[config.mk]
export PLATFORM = sky130hd
export DESIGN_NAME = debouncer_multi_ch
export DESIGN_NICKNAME = d
export VERILOG_FILES = /design/src/rtl/debouncer_multi_ch.sv
export SDC_FILE = /design/constraint.sdc
export NUM_CORES = 1
export LEC_CHECK = 0
export ABC_AREA = 1
export BUFFER_PORTS_ARGS = -buffer_cell sky130_fd_sc_hd__clkbuf_2
export CAP_MARGIN = 30
export CORE_UTILIZATION = 50
export DETAILED_ROUTE_END_ITERATION = 12
export PLACE_DENSITY = 0.62
export SYNTH_ARGS = -nofsm -noshare
export SYNTH_HDL_FRONTEND = slang
export SYNTH_SLANG_ARGS = --single-unit
[constraint.sdc]
create_clock -name clk -period 1.7 [get_ports clk]
set_input_delay 0.17 -clock clk [delete_from_list [all_inputs] [get_ports clk]]
set_output_delay 0.17 -clock clk [all_outputs]
set_load 0.05 [all_outputs]
[src/rtl/debouncer_multi_ch.sv]
// rtl/debouncer_multi_ch.sv - N-channel switch debouncer with per-channel synchroniser, dwell counter and FSM.
module debouncer_multi_ch #(
  parameter int N_CH          = 4,
  parameter int CNT_W         = 20,
  parameter int PRESS_TICKS   = 500000,
  parameter int RELEASE_TICKS = 500000,
  parameter int SYNC_STAGES   = 2
) (
  input  logic            clk,
  input  logic            reset,
  input  logic            tick_en,
  input  logic            clr,
  input  logic [N_CH-1:0] noisy,
  output logic [N_CH-1:0] debounced,
  output logic [N_CH-1:0] rise,
  output logic [N_CH-1:0] fall,
  output logic            busy
);

  if (PRESS_TICKS < 1 || PRESS_TICKS >= 2**CNT_W) begin : g_bad_press
    $error("debouncer_multi_ch: PRESS_TICKS out of range 1..2^CNT_W-1");
  end
  if (RELEASE_TICKS < 1 || RELEASE_TICKS >= 2**CNT_W) begin : g_bad_release
    $error("debouncer_multi_ch: RELEASE_TICKS out of range 1..2^CNT_W-1");
  end
  if (SYNC_STAGES < 2) begin : g_bad_sync
    $error("debouncer_multi_ch: SYNC_STAGES must be at least 2");
  end

  typedef enum logic [1:0] {LOW, WAIT_HIGH, HIGH, WAIT_LOW} state_t;

  localparam logic [CNT_W-1:0] PRESS_LAST   = CNT_W'(PRESS_TICKS - 1);
  localparam logic [CNT_W-1:0] RELEASE_LAST = CNT_W'(RELEASE_TICKS - 1);

  logic [N_CH-1:0] waiting;

  for (genvar i = 0; i < N_CH; i++) begin : g_ch
    logic [SYNC_STAGES-1:0] sync_q;
    logic                   s;
    state_t                 state;
    logic [CNT_W-1:0]       cnt;
    logic                   deb_q;
    logic                   rise_q;
    logic                   fall_q;

    always_ff @(posedge clk or negedge reset) begin
      if (!reset) sync_q <= '0;
      else        sync_q <= {sync_q[SYNC_STAGES-2:0], noisy[i]};
    end
    assign s = sync_q[SYNC_STAGES-1];

    // Terminal count is tested before incrementing, so cnt never wraps.
    always_ff @(posedge clk or negedge reset) begin
      if (!reset) begin
        state  <= LOW;
        cnt    <= '0;
        deb_q  <= 1'b0;
        rise_q <= 1'b0;
        fall_q <= 1'b0;
      end else begin
        rise_q <= 1'b0;
        fall_q <= 1'b0;
        if (clr) begin
          state  <= LOW;
          cnt    <= '0;
          deb_q  <= 1'b0;
          fall_q <= deb_q;
        end else begin
          case (state)
            LOW: if (s) begin
              state <= WAIT_HIGH;
              cnt   <= '0;
            end
            WAIT_HIGH: begin
              if (!s) state <= LOW;
              else if (tick_en) begin
                if (cnt == PRESS_LAST) begin
                  state  <= HIGH;
                  deb_q  <= 1'b1;
                  rise_q <= 1'b1;
                end else cnt <= cnt + CNT_W'(1);
              end
            end
            HIGH: if (!s) begin
              state <= WAIT_LOW;
              cnt   <= '0;
            end
            WAIT_LOW: begin
              if (s) state <= HIGH;
              else if (tick_en) begin
                if (cnt == RELEASE_LAST) begin
                  state  <= LOW;
                  deb_q  <= 1'b0;
                  fall_q <= 1'b1;
                end else cnt <= cnt + CNT_W'(1);
              end
            end
            default: state <= LOW;
          endcase
        end
      end
    end

    assign debounced[i] = deb_q;
    assign rise[i]      = rise_q;
    assign fall[i]      = fall_q;
    assign waiting[i]   = (state == WAIT_HIGH) || (state == WAIT_LOW);
  end

  assign busy = |waiting;

endmodule

==> out/qor.yml, run 1 <==
run_status:
  outcome: "completed"
worst_setup_path:
  timing.critical_path.slowest_stage_cell: "sky130_fd_sc_hd__dfrtp_1"
  slowest_delay_ps: 400
  kind_of_capture_point_of_the_worst_setup_path: "flip-flop"
  critPathLaunchType: "flip-flop"
  timing_worst_setup_path_type: "flip-flop to flip-flop"
  worst_path_arrival_time_ps: 1950
  critical_path_required_ps: 1990
  maximum_fanout_encountered_on_the_critical_timing_path: 8
  timing.reg2reg.setup_slack_ps: 40
  cp_cell_sequence: "ha_4, nand2_4, nor2_4, inv_2, nor2_2, nand4_1, nand3_4, clkbuf_16, nand2_1, o21ai_1"
  worst_reg2reg_path_startpoint: "g_ch[2].cnt[0]$_DFFE_PN0P_"
  worst_r2r_path_depth: 10
  rr_endpoint: "g_ch[2].cnt[7]$_DFFE_PN0P_"
drt:
  first_iter_violations: 453
  routed-via-count: 6512
  route.detailed.wl_per_inst_um: 14.2
  route.antenna.remaining_nets: 0
  detailedRoute.firstPassIterationCount: 5
  viasPerCell: 5.32
  drt_wl_total_um: 17400
  drc: 0
global_route:
  number_of_global_route_vias_before_repair: 5983
  grt_antenna_before_repair: 0
  grt_max_degree: 32
  grt_first_pass_wirelength_um: 28800
  grt_overflow: 0
  grtUsageTotal_pct: 25.3
synth:
  synth_compound_gate_area_share_pct: 8.20
  synth-simple-area-share_pct: 39.3
  synthesis.area_um2: 6910
  muxShareOfSynthArea_pct: 0
  synth.cells.most_frequent: "sky130_fd_sc_hd__nand2_1, sky130_fd_sc_hd__nor2_1, sky130_fd_sc_hd__dfrtp_1, sky130_fd_sc_hd__inv_1, sky130_fd_sc_hd__nand3_1"
  post_synth_main_area_contributors: "sky130_fd_sc_hd__dfrtp_1, sky130_fd_sc_hd__nand2_1, sky130_fd_sc_hd__nor2_1"
  netlist_instances: 990
  combinational_family_with_the_most_area_after_synthesis: "simple AND/OR/NAND/NOR gates"
  synth-seq-cells: 108
  synth_largest_area_cell: "sky130_fd_sc_hd__dfrtp_1"
  yosys.area_share.xor_xnor_pct: 3.42
  synth-edff-count: 0
  post-synth-top-count-cell: "sky130_fd_sc_hd__nand2_1"
  yosys_warnings: 0
  postSynthNetCount: 1002
  proportion_of_synthesized_chip_area_in_sequential_cells_pct: 39.1
  syn-mean-instance-area_um2: 6.98
  post-synth-top-area-fraction_pct: 39.1
  yosysUniqueCellTypes: 35
  primary_flip_flop_cell_chosen_by_synthesis_mapping: "sky130_fd_sc_hd__dfrtp_1"
  synth_async_sr_flop_share_pct: 100
  synth_fa_ha_area_share_pct: 0.724
sta:
  post-route-worst-setup-slack_ps: 35.7
  worst_slew_margin_rel_pct: 76.4
  setup_viol: 0
  worstMarginPinSlew_ps: 350
  max_freq_mhz: 601
  finalClockSkew_ps: 8.10
  fin_crit_sh_pct: 97.9
  final_period_minus_worst_setup_slack_ps: 1660
  hold_violations: 0
  report.final.slew_viol_count: 0
  tns_ps: 0
  grt_setup_unrepaired: "true"
finish:
  final_cells: 1225
  layout-drive-gt1-share_pct: 16.4
  area_growth_pct: 16.7
  finalNetCount: 1057
  insertedDiodeCount: 0
  final_design_area_no_fill_um2: 8070
  fillerInstances: 1276
die:
  die_y_um: 120
  floorplan.io_pins: 21
  floorplan.initialDensity_pct: 51.8
  fp-row-count: 42
  die_area_um2: 14300
  horizontal_die_dimension_um: 120
  core_footprint_um2: 13300
power:
  power.density_nw_per_um2: 705
  leakage_nw: 3.51
  peakVddDrop_mv: 0.584
  design_power_total_mw: 5.69
clocking:
  clock_transition_at_the_registers_of_the_reported_paths_ps: 70
  clkLatencyLatePin_ps: 360
  clock_tree.buffer_depth: 2
  htreeDepth: 3
  cts.sinks: 108
  cts_tree: "done"
  cts_made_buffers: 9
  cts_root_buf: "sky130_fd_sc_hd__clkbuf_16"
placed_design:
  io_buffers: 20
  dpl_cell_area_um2: 7460
  placed_cell_count: 1198
  globalplace.congestion: 0.939
  dp_hpwl_um: 12400
  detailedPlace.worstSlack_ps: -4.31
hold_path:
  worst_hold_path_type: "input port to async pin"
flow_run:
  max_cap_violations: 0
[power by group]
part           internal [mW]  switching (mW)
registers               2.64          0.0579
clock network           1.06           0.951
logic                  0.318           0.653
total                   4.03            1.66
[through the flow]
step	hold WS, ps	utilization [%]
global placement	91.9	55.9
detailed placement	91.8	55.9
floorplan	-126	-
CTS	251	58.3
finish	250	60.4
global route	262	60.4
[worst max-delay path: cells and delay by family (launching register included)]
family | cells | cell delay (ps)
simple gates | 6 | 700
flops | 1 | 400
buf+inv | 2 | 260
fa+ha+maj | 1 | 160
compound gates | 1 | 60
[repair_timing]
action | in CTS | in global routing
endpoints found under the setup margin | 2 | 73
hold buffers | 5 | 0
gates resized for setup | 2 | 56
gates cloned | 0 | 3
pin swaps | 0 | 8
setup buffers | 0 | 4
hold endpoints to repair | 23 | 0
[worst max-delay path by stage]
stage / depth (start not counted) / to / slack (ps) / startpoint
floorplan: 8 / g_ch[3].cnt[14]$_DFFE_PN0P_ / 200 / g_ch[3].cnt[0]$_DFFE_PN0P_
global placement: 9 / g_ch[0].cnt[18]$_DFFE_PN0P_ / 70 / g_ch[0].cnt[1]$_DFFE_PN0P_
detailed placement: 9 / g_ch[0].cnt[18]$_DFFE_PN0P_ / -4 / g_ch[0].cnt[1]$_DFFE_PN0P_
CTS: 4 / busy / 8 / g_ch[3].state[0]$_DFFE_PN0P_
global route: 10 / g_ch[2].cnt[10]$_DFFE_PN0P_ / -90 / g_ch[2].cnt[0]$_DFFE_PN0P_
finish: 10 / g_ch[2].cnt[7]$_DFFE_PN0P_ / 40 / g_ch[2].cnt[0]$_DFFE_PN0P_
[kinds of logic (layout without fill, tap and decap cells)]
family | count (synthesis) | after routing
AO/OA/AOI/OAI | 106 | 106
adder cells (fa/ha/maj) | 4 | 4
buffers and inverters | 139 | 198
flip-flops | 108 | 108
AND/OR/NAND/NOR | 606 | 606
XOR/XNOR | 27 | 27
[final cells by class]
class,count,area (um^2),share of cell area [%]
clock buffer,13,260,3.23
clock inverter,2,10.0,0.124
inverter,99,372,4.61
multi-input combinational,743,3750,46.5
sequential,108,2710,33.5
tap,176,220,2.73
timing repair buffer,84,751,9.31
[flip-flops by register name (all words and copies together) (netlist names)]
signal	count
g_ch.sync_q	8
g_ch.rise_q	4
g_ch.deb_q	4
g_ch.state	8
g_ch.fall_q	4
g_ch.cnt	80
[layout by cell type (no fill, tap or decap), drive strengths merged, types with 2 or more instances in the layout]
master and instances:
a21oi 12, and2 6, buf 58, clkbuf 34, clkinv 2, dfrtp 108
dlygate4sd3 5, ha 4, inv 99, nand2 294, nand3 80, nand3b 4
nand4 65, nor2 130, nor3 17, nor4 2, o2111ai 4, o211ai 2
o21ai 83, o21bai 4, or2 7, xnor2 9, xor2 18
[per-layer routing]
| metal | vias up | GRT usage [%] | wire (um) |
|---|---|---|---|
| met3 | 29 | 5.04 | 607 |
| li1 | 3343 | - | - |
| met4 | 0 | 6.88 | 286 |
| met2 | 100 | 40.0 | 8040 |
| met5 | - | 0 | 0 |
| met1 | 3040 | 35.4 | 8480 |
Note: power is estimated with default switching activity, not from simulation.
==> inputs of run 2 (changes only) <==
- CORE_UTILIZATION: 50 -> 46
- PLACE_DENSITY: 0.62 -> 0.58
==> run 2 against run 1 <==
Effect of this change: critical path depth stayed put; combinational power hardly changed; non-clock buffer count is 7 lower; via count is 0.66% lower; maximum frequency is 2.6% higher; largest cell class unchanged.
==> out/qor.yml, run 2 (same netlist as run 1, synthesis figures left out) <==
clocking:
  cts_root_buf: "sky130_fd_sc_hd__clkbuf_16"
  cts.sinks: 108
  cts_tree: "done"
  clock_tree.buffer_depth: 2
  cts_made_buffers: 9
  htreeDepth: 3
  clock_transition_at_the_registers_of_the_reported_paths_ps: 70
  clkLatencyLatePin_ps: 360
finish:
  max_reg_flops: 80
  regArea_um2: 2710
  register_with_the_most_flip_flops: "g_ch.cnt"
  fillerInstances: 1426
  insertedDiodeCount: 0
  layout-drive-gt1-share_pct: 14.5
  multi_input_area_um2: 3690
  final_design_area_no_fill_um2: 8010
  layout_top_registers: "g_ch.cnt x80, g_ch.state x8, g_ch.sync_q x8"
  finalNetCount: 1050
  area_growth_pct: 15.9
  final_common_cell: "sky130_fd_sc_hd__nand2_1"
  final_cell_mix: "sky130_fd_sc_hd__nand2_1, sky130_fd_sc_hd__nor2_1, sky130_fd_sc_hd__dfrtp_1, sky130_fd_sc_hd__inv_1, sky130_fd_sc_hd__nand3_1"
global_route:
  grt_first_pass_wirelength_um: 29100
  grt_overflow: 0
  number_of_global_route_vias_before_repair: 5973
  grtUsageTotal_pct: 23.0
  met3_layer_usage_reported_by_global_route_pct: 3.35
  grt_max_degree: 32
  grt_use_met2_pct: 37.4
  grt_antenna_before_repair: 0
  global_route.peak_usage_layer: "met2"
  grtUsageMet1_pct: 31.7
placed_design:
  dp_hpwl_um: 12500
  dpl_cell_area_um2: 7450
  io_buffers: 20
  globalplace.congestion: 0.913
die:
  horizontal_die_dimension_um: 125
  die_area_um2: 15500
  floorplan.initialDensity_pct: 47.4
  fp-row-count: 44
  floorplan.io_pins: 21
  core_footprint_um2: 14600
  die_y_um: 125
drt:
  route.antenna.remaining_nets: 0
  drc: 0
  detailedRoute.firstPassIterationCount: 5
  route.detailed.wl_per_inst_um: 14.4
  drt_wl_total_um: 17600
  viasPerCell: 5.27
  routed-via-count: 6469
  first_iter_violations: 421
worst_setup_path:
  worst_path_arrival_time_ps: 1880
  timing.reg2reg.setup_slack_ps: 80
  kind_of_capture_point_of_the_worst_setup_path: "flip-flop"
  critical_path_required_ps: 1960
  worst_reg2reg_path_startpoint: "g_ch[2].cnt[0]$_DFFE_PN0P_"
  worst_r2r_path_depth: 10
  rr_endpoint: "g_ch[2].cnt[17]$_DFFE_PN0P_"
  critPathLaunchType: "flip-flop"
  timing_worst_setup_path_type: "flip-flop to flip-flop"
  maximum_fanout_encountered_on_the_critical_timing_path: 8
sta:
  setup_viol: 0
  worst_slew_margin_rel_pct: 69.9
  report.final.slew_viol_count: 0
  worst_hold_slack_ps: 215
  finalClockSkew_ps: 12.2
  hold_violations: 0
  final_period_minus_worst_setup_slack_ps: 1620
  fin_crit_sh_pct: 95.4
  worstMarginPinSlew_ps: 452
  grt_setup_unrepaired: "true"
  max_freq_mhz: 616
flow_run:
  max_cap_violations: 0
hold_path:
  holdPathStages: 3
  hold_ep: "g_ch[0].rise_q$_DFF_PN0_"
  worst_hold_path_type: "input port to flip-flop"
  min_from: "tick_en"
power:
  power.density_nw_per_um2: 715
  peakVddDrop_mv: 0.562
  design_power_total_mw: 5.73
  leakage_nw: 3.47
run_status:
  outcome: "completed"
-- run 2: report_power, final --
part	internal, mW	switching [mW]
logic	0.316	0.655
registers	2.64	0.0569
clock network	1.02	1.04
total	3.98	1.75
-- run 2: how the worst max path moves through the flow --
stage	endpoint	startpoint	cells past startpoint	slack [ps]
2_1_floorplan	g_ch[3].cnt[14]$_DFFE_PN0P_	g_ch[3].cnt[0]$_DFFE_PN0P_	8	200
3_3_place_gp	g_ch[1].cnt[3]$_DFFE_PN0P_	g_ch[1].cnt[0]$_DFFE_PN0P_	9	60
3_5_place_dp	g_ch[1].cnt[3]$_DFFE_PN0P_	g_ch[1].cnt[0]$_DFFE_PN0P_	9	70
4_1_cts	g_ch[0].cnt[19]$_DFFE_PN0P_	g_ch[0].cnt[1]$_DFFE_PN0P_	8	40
5_1_grt	g_ch[2].state[1]$_DFFE_PN0P_	g_ch[2].cnt[0]$_DFFE_PN0P_	10	-30
6_report	g_ch[2].cnt[17]$_DFFE_PN0P_	g_ch[2].cnt[0]$_DFFE_PN0P_	10	80
-- run 2: metal layers --
metal	wire, um	vias up
li1	-	3331
met1	8500	3009
met2	8400	110
met3	494	19
met4	248	0
met5	0	-
-- run 2: metrics by stage --
stage	util [%]	worst slack (ps)	TNS, ps	cells
finish	54.9	77.4	0	1227
global route	54.9	-28.3	-228	1227
CTS	53.4	44.0	0	1220
detailed placement	51.1	67.1	0	1199
global placement	51.1	60.0	0	1199
floorplan	-	198	0	990
-- run 2: layout make-up --
| class | instances | area share, % |
|---|---|---|
| Clock buffer | 9 | 2.81 |
| Inverter | 99 | 4.64 |
| Clock inverter | 7 | 0.718 |
| Tap cell | 184 | 2.87 |
| Sequential cell | 108 | 33.8 |
| Multi-Input combinational cell | 743 | 46.0 |
| Timing Repair Buffer | 77 | 9.15 |
-- run 2: critical path, cell delays in order (launching register included) --
cell                      delay, ps
sky130_fd_sc_hd__dfrtp_1        360
sky130_fd_sc_hd__ha_2           220
sky130_fd_sc_hd__nand2_4         80
sky130_fd_sc_hd__nor2_4         120
sky130_fd_sc_hd__inv_2           60
sky130_fd_sc_hd__nor3_2         230
sky130_fd_sc_hd__nand2_1        140
sky130_fd_sc_hd__nand3_4        140
sky130_fd_sc_hd__inv_2           60
sky130_fd_sc_hd__nand2_1         60
sky130_fd_sc_hd__nand2_1         50
-- run 2: what timing repair did --
item	4_1_cts	5_1_grt
hold buffers	5	0
buffers inserted	0	4
setup endpoints to repair	0	75
gates resized for setup	0	33
hold endpoints to repair	28	0
==> inputs of run 3 (changes only) <==
- CORE_UTILIZATION: 46 -> 54
- PLACE_DENSITY: 0.58 -> 0.67
- RECOVER_POWER: default -> 25
==> run 3 against run 2 <==
Effect of this change: clock-buffer cell count grew 2; cell area down 1.2%; clock power about the same; first-iteration DRC count grew 20%; register-to-register slack about the same; critical endpoint is now g_ch[2].cnt[18]$_DFFE_PN0P_; largest power group unchanged.
==> out/qor.yml, run 3 (same netlist as run 1, synthesis figures left out) <==
placed_design:
  dp_hpwl_um: 12000
  detailedPlace.worstSlack_ps: -71.0
  globalplace.congestion: 0.919
  io_buffers: 20
power:
  power.share.sequential_pct: 47.7
  power_switching_share_pct: 29.9
  power.density_nw_per_um2: 715
  design_power_total_mw: 5.66
  leakage_nw: 3.43
  combPwrFrac_pct: 16.3
  peakVddDrop_mv: 0.519
  power.net_switching_mw: 1.69
  power.share.clock_pct: 36.0
  p_int_mw: 3.97
sta:
  worstMarginPinSlew_ps: 1040
  setup_viol: 0
  hold_violations: 0
  fin_crit_sh_pct: 95.5
  worst_slew_margin_rel_pct: 30.5
  report.final.slew_viol_count: 0
  finalClockSkew_ps: 14.1
  max_freq_mhz: 616
  post-route-worst-setup-slack_ps: 77.0
  worst_hold_slack_ps: 202
  final_period_minus_worst_setup_slack_ps: 1620
drt:
  viasPerCell: 5.31
  routed-via-count: 6436
  first_iter_violations: 505
  drc: 0
  drt_wl_total_um: 16600
  route.detailed.wl_per_inst_um: 13.7
  route.antenna.remaining_nets: 0
  detailedRoute.firstPassIterationCount: 5
clocking:
  clock_transition_at_the_registers_of_the_reported_paths_ps: 80
  clock_tree.buffer_depth: 2
  cts.sinks: 108
  cts_tree: "done"
  cts_made_buffers: 9
  htreeDepth: 3
  clkLatencyLatePin_ps: 360
  cts_root_buf: "sky130_fd_sc_hd__clkbuf_16"
worst_setup_path:
  timing_worst_setup_path_type: "flip-flop to flip-flop"
  kind_of_capture_point_of_the_worst_setup_path: "flip-flop"
  maximum_fanout_encountered_on_the_critical_timing_path: 15
  worst_path_arrival_time_ps: 1900
  critPathLaunchType: "flip-flop"
  critical_path_required_ps: 1980
global_route:
  grt_max_degree: 37
  grt_first_pass_wirelength_um: 28000
  grt_overflow: 0
  grt_antenna_before_repair: 0
  number_of_global_route_vias_before_repair: 5866
  grtUsageTotal_pct: 26.9
finish:
  max_reg_flops: 80
  register_with_the_most_flip_flops: "g_ch.cnt"
  final_common_cell: "sky130_fd_sc_hd__nand2_1"
  insertedDiodeCount: 0
  layout_top_registers: "g_ch.cnt x80, g_ch.state x8, g_ch.sync_q x8"
  finalNetCount: 1050
  layout-drive-gt1-share_pct: 13.9
  postLayoutCoreUtil_pct: 64.5
  area_growth_pct: 14.5
  final_cell_mix: "sky130_fd_sc_hd__nand2_1, sky130_fd_sc_hd__nor2_1, sky130_fd_sc_hd__dfrtp_1, sky130_fd_sc_hd__inv_1, sky130_fd_sc_hd__nand3_1"
run_status:
  outcome: "completed"
flow_run:
  max_cap_violations: 0
die:
  core_footprint_um2: 12300
  floorplan.io_pins: 21
  floorplan.initialDensity_pct: 56.4
  fp-row-count: 40
  die_y_um: 115
  die_area_um2: 13300
  horizontal_die_dimension_um: 115
hold_path:
  worst_hold_path_type: "input port to flip-flop"
-- run 3: what timing repair did --
item	CTS	global route
endpoints found under the setup margin	8	51
gates cloned	0	1
hold buffers	5	0
gates resized for setup	2	25
endpoints found under the hold margin	90	0
pin swaps	0	8
buffers inserted	0	7
-- run 3: final timing paths --
kind	depth (start not counted)	slack, ps	endpoint	start
setup / recovery	10	80	g_ch[2].cnt[18]$_DFFE_PN0P_	g_ch[2].cnt[0]$_DFFE_PN0P_
hold / removal	3	200	g_ch[0].fall_q$_DFF_PN0_	clr
setup reg to reg	10	80	g_ch[2].cnt[18]$_DFFE_PN0P_	g_ch[2].cnt[0]$_DFFE_PN0P_
hold reg to reg	0	350	g_ch[2].sync_q[1]$_DFF_PN0_	g_ch[2].sync_q[0]$_DFF_PN0_
max in group asynchronous	3	320	g_ch[3].cnt[13]$_DFFE_PN0P_	reset
min in group asynchronous	2	510	g_ch[2].state[0]$_DFFE_PN0P_	reset
-- run 3: stage by stage --
step | std cells | TNS (ps) | instance area (um^2)
5_1_grt | 1211 | -27.6 | 7910
6_report | 1211 | 0 | 7910
2_1_floorplan | 990 | 0 | 6910
4_1_cts | 1203 | 0 | 7730
3_5_place_dp | 1182 | -286 | 7390
3_3_place_gp | 1182 | 0 | 7390
-- run 3: cell type report --
class,instances,area [um^2]
fill,1117,4350
multi-input combinational,743,3690
sequential,108,2700
timing repair buffer,77,657
inverter,99,372
clock buffer,11,243
tap,168,210
clock inverter,5,37.5
-- run 3: power groups by stage --
stage	clock [mW]	combinational, mW	sequential, mW
final	2.04	0.921	2.70
after global routing	2.19	1.01	2.71
after CTS	2.10	0.894	2.70
after detailed placement	0	0.880	2.75
after global placement	0	0.878	2.75
after floorplan	0	0.624	2.74
-- run 3: worst max-delay path, cell delays in order, from the launching register on --
cell and delay [ps]:
sky130_fd_sc_hd__dfrtp_1 360, sky130_fd_sc_hd__ha_2 190, sky130_fd_sc_hd__nand2_2 100, sky130_fd_sc_hd__nor2_4 130, sky130_fd_sc_hd__inv_2 60, sky130_fd_sc_hd__nor2_1 110
sky130_fd_sc_hd__nand4_1 130, sky130_fd_sc_hd__nand3_2 150, sky130_fd_sc_hd__clkbuf_16 190, sky130_fd_sc_hd__nand2_1 50, sky130_fd_sc_hd__o21ai_0 60
-- run 3: metal layers --
layer | GRT usage, % | share of wire [%] | up-vias
met5 | 0 | 0 | -
li1 | - | - | 3333
met3 | 5.11 | 4.1 | 24
met4 | 7.71 | 1.5 | 0
met2 | 42.9 | 47 | 124
met1 | 37.3 | 47 | 2955
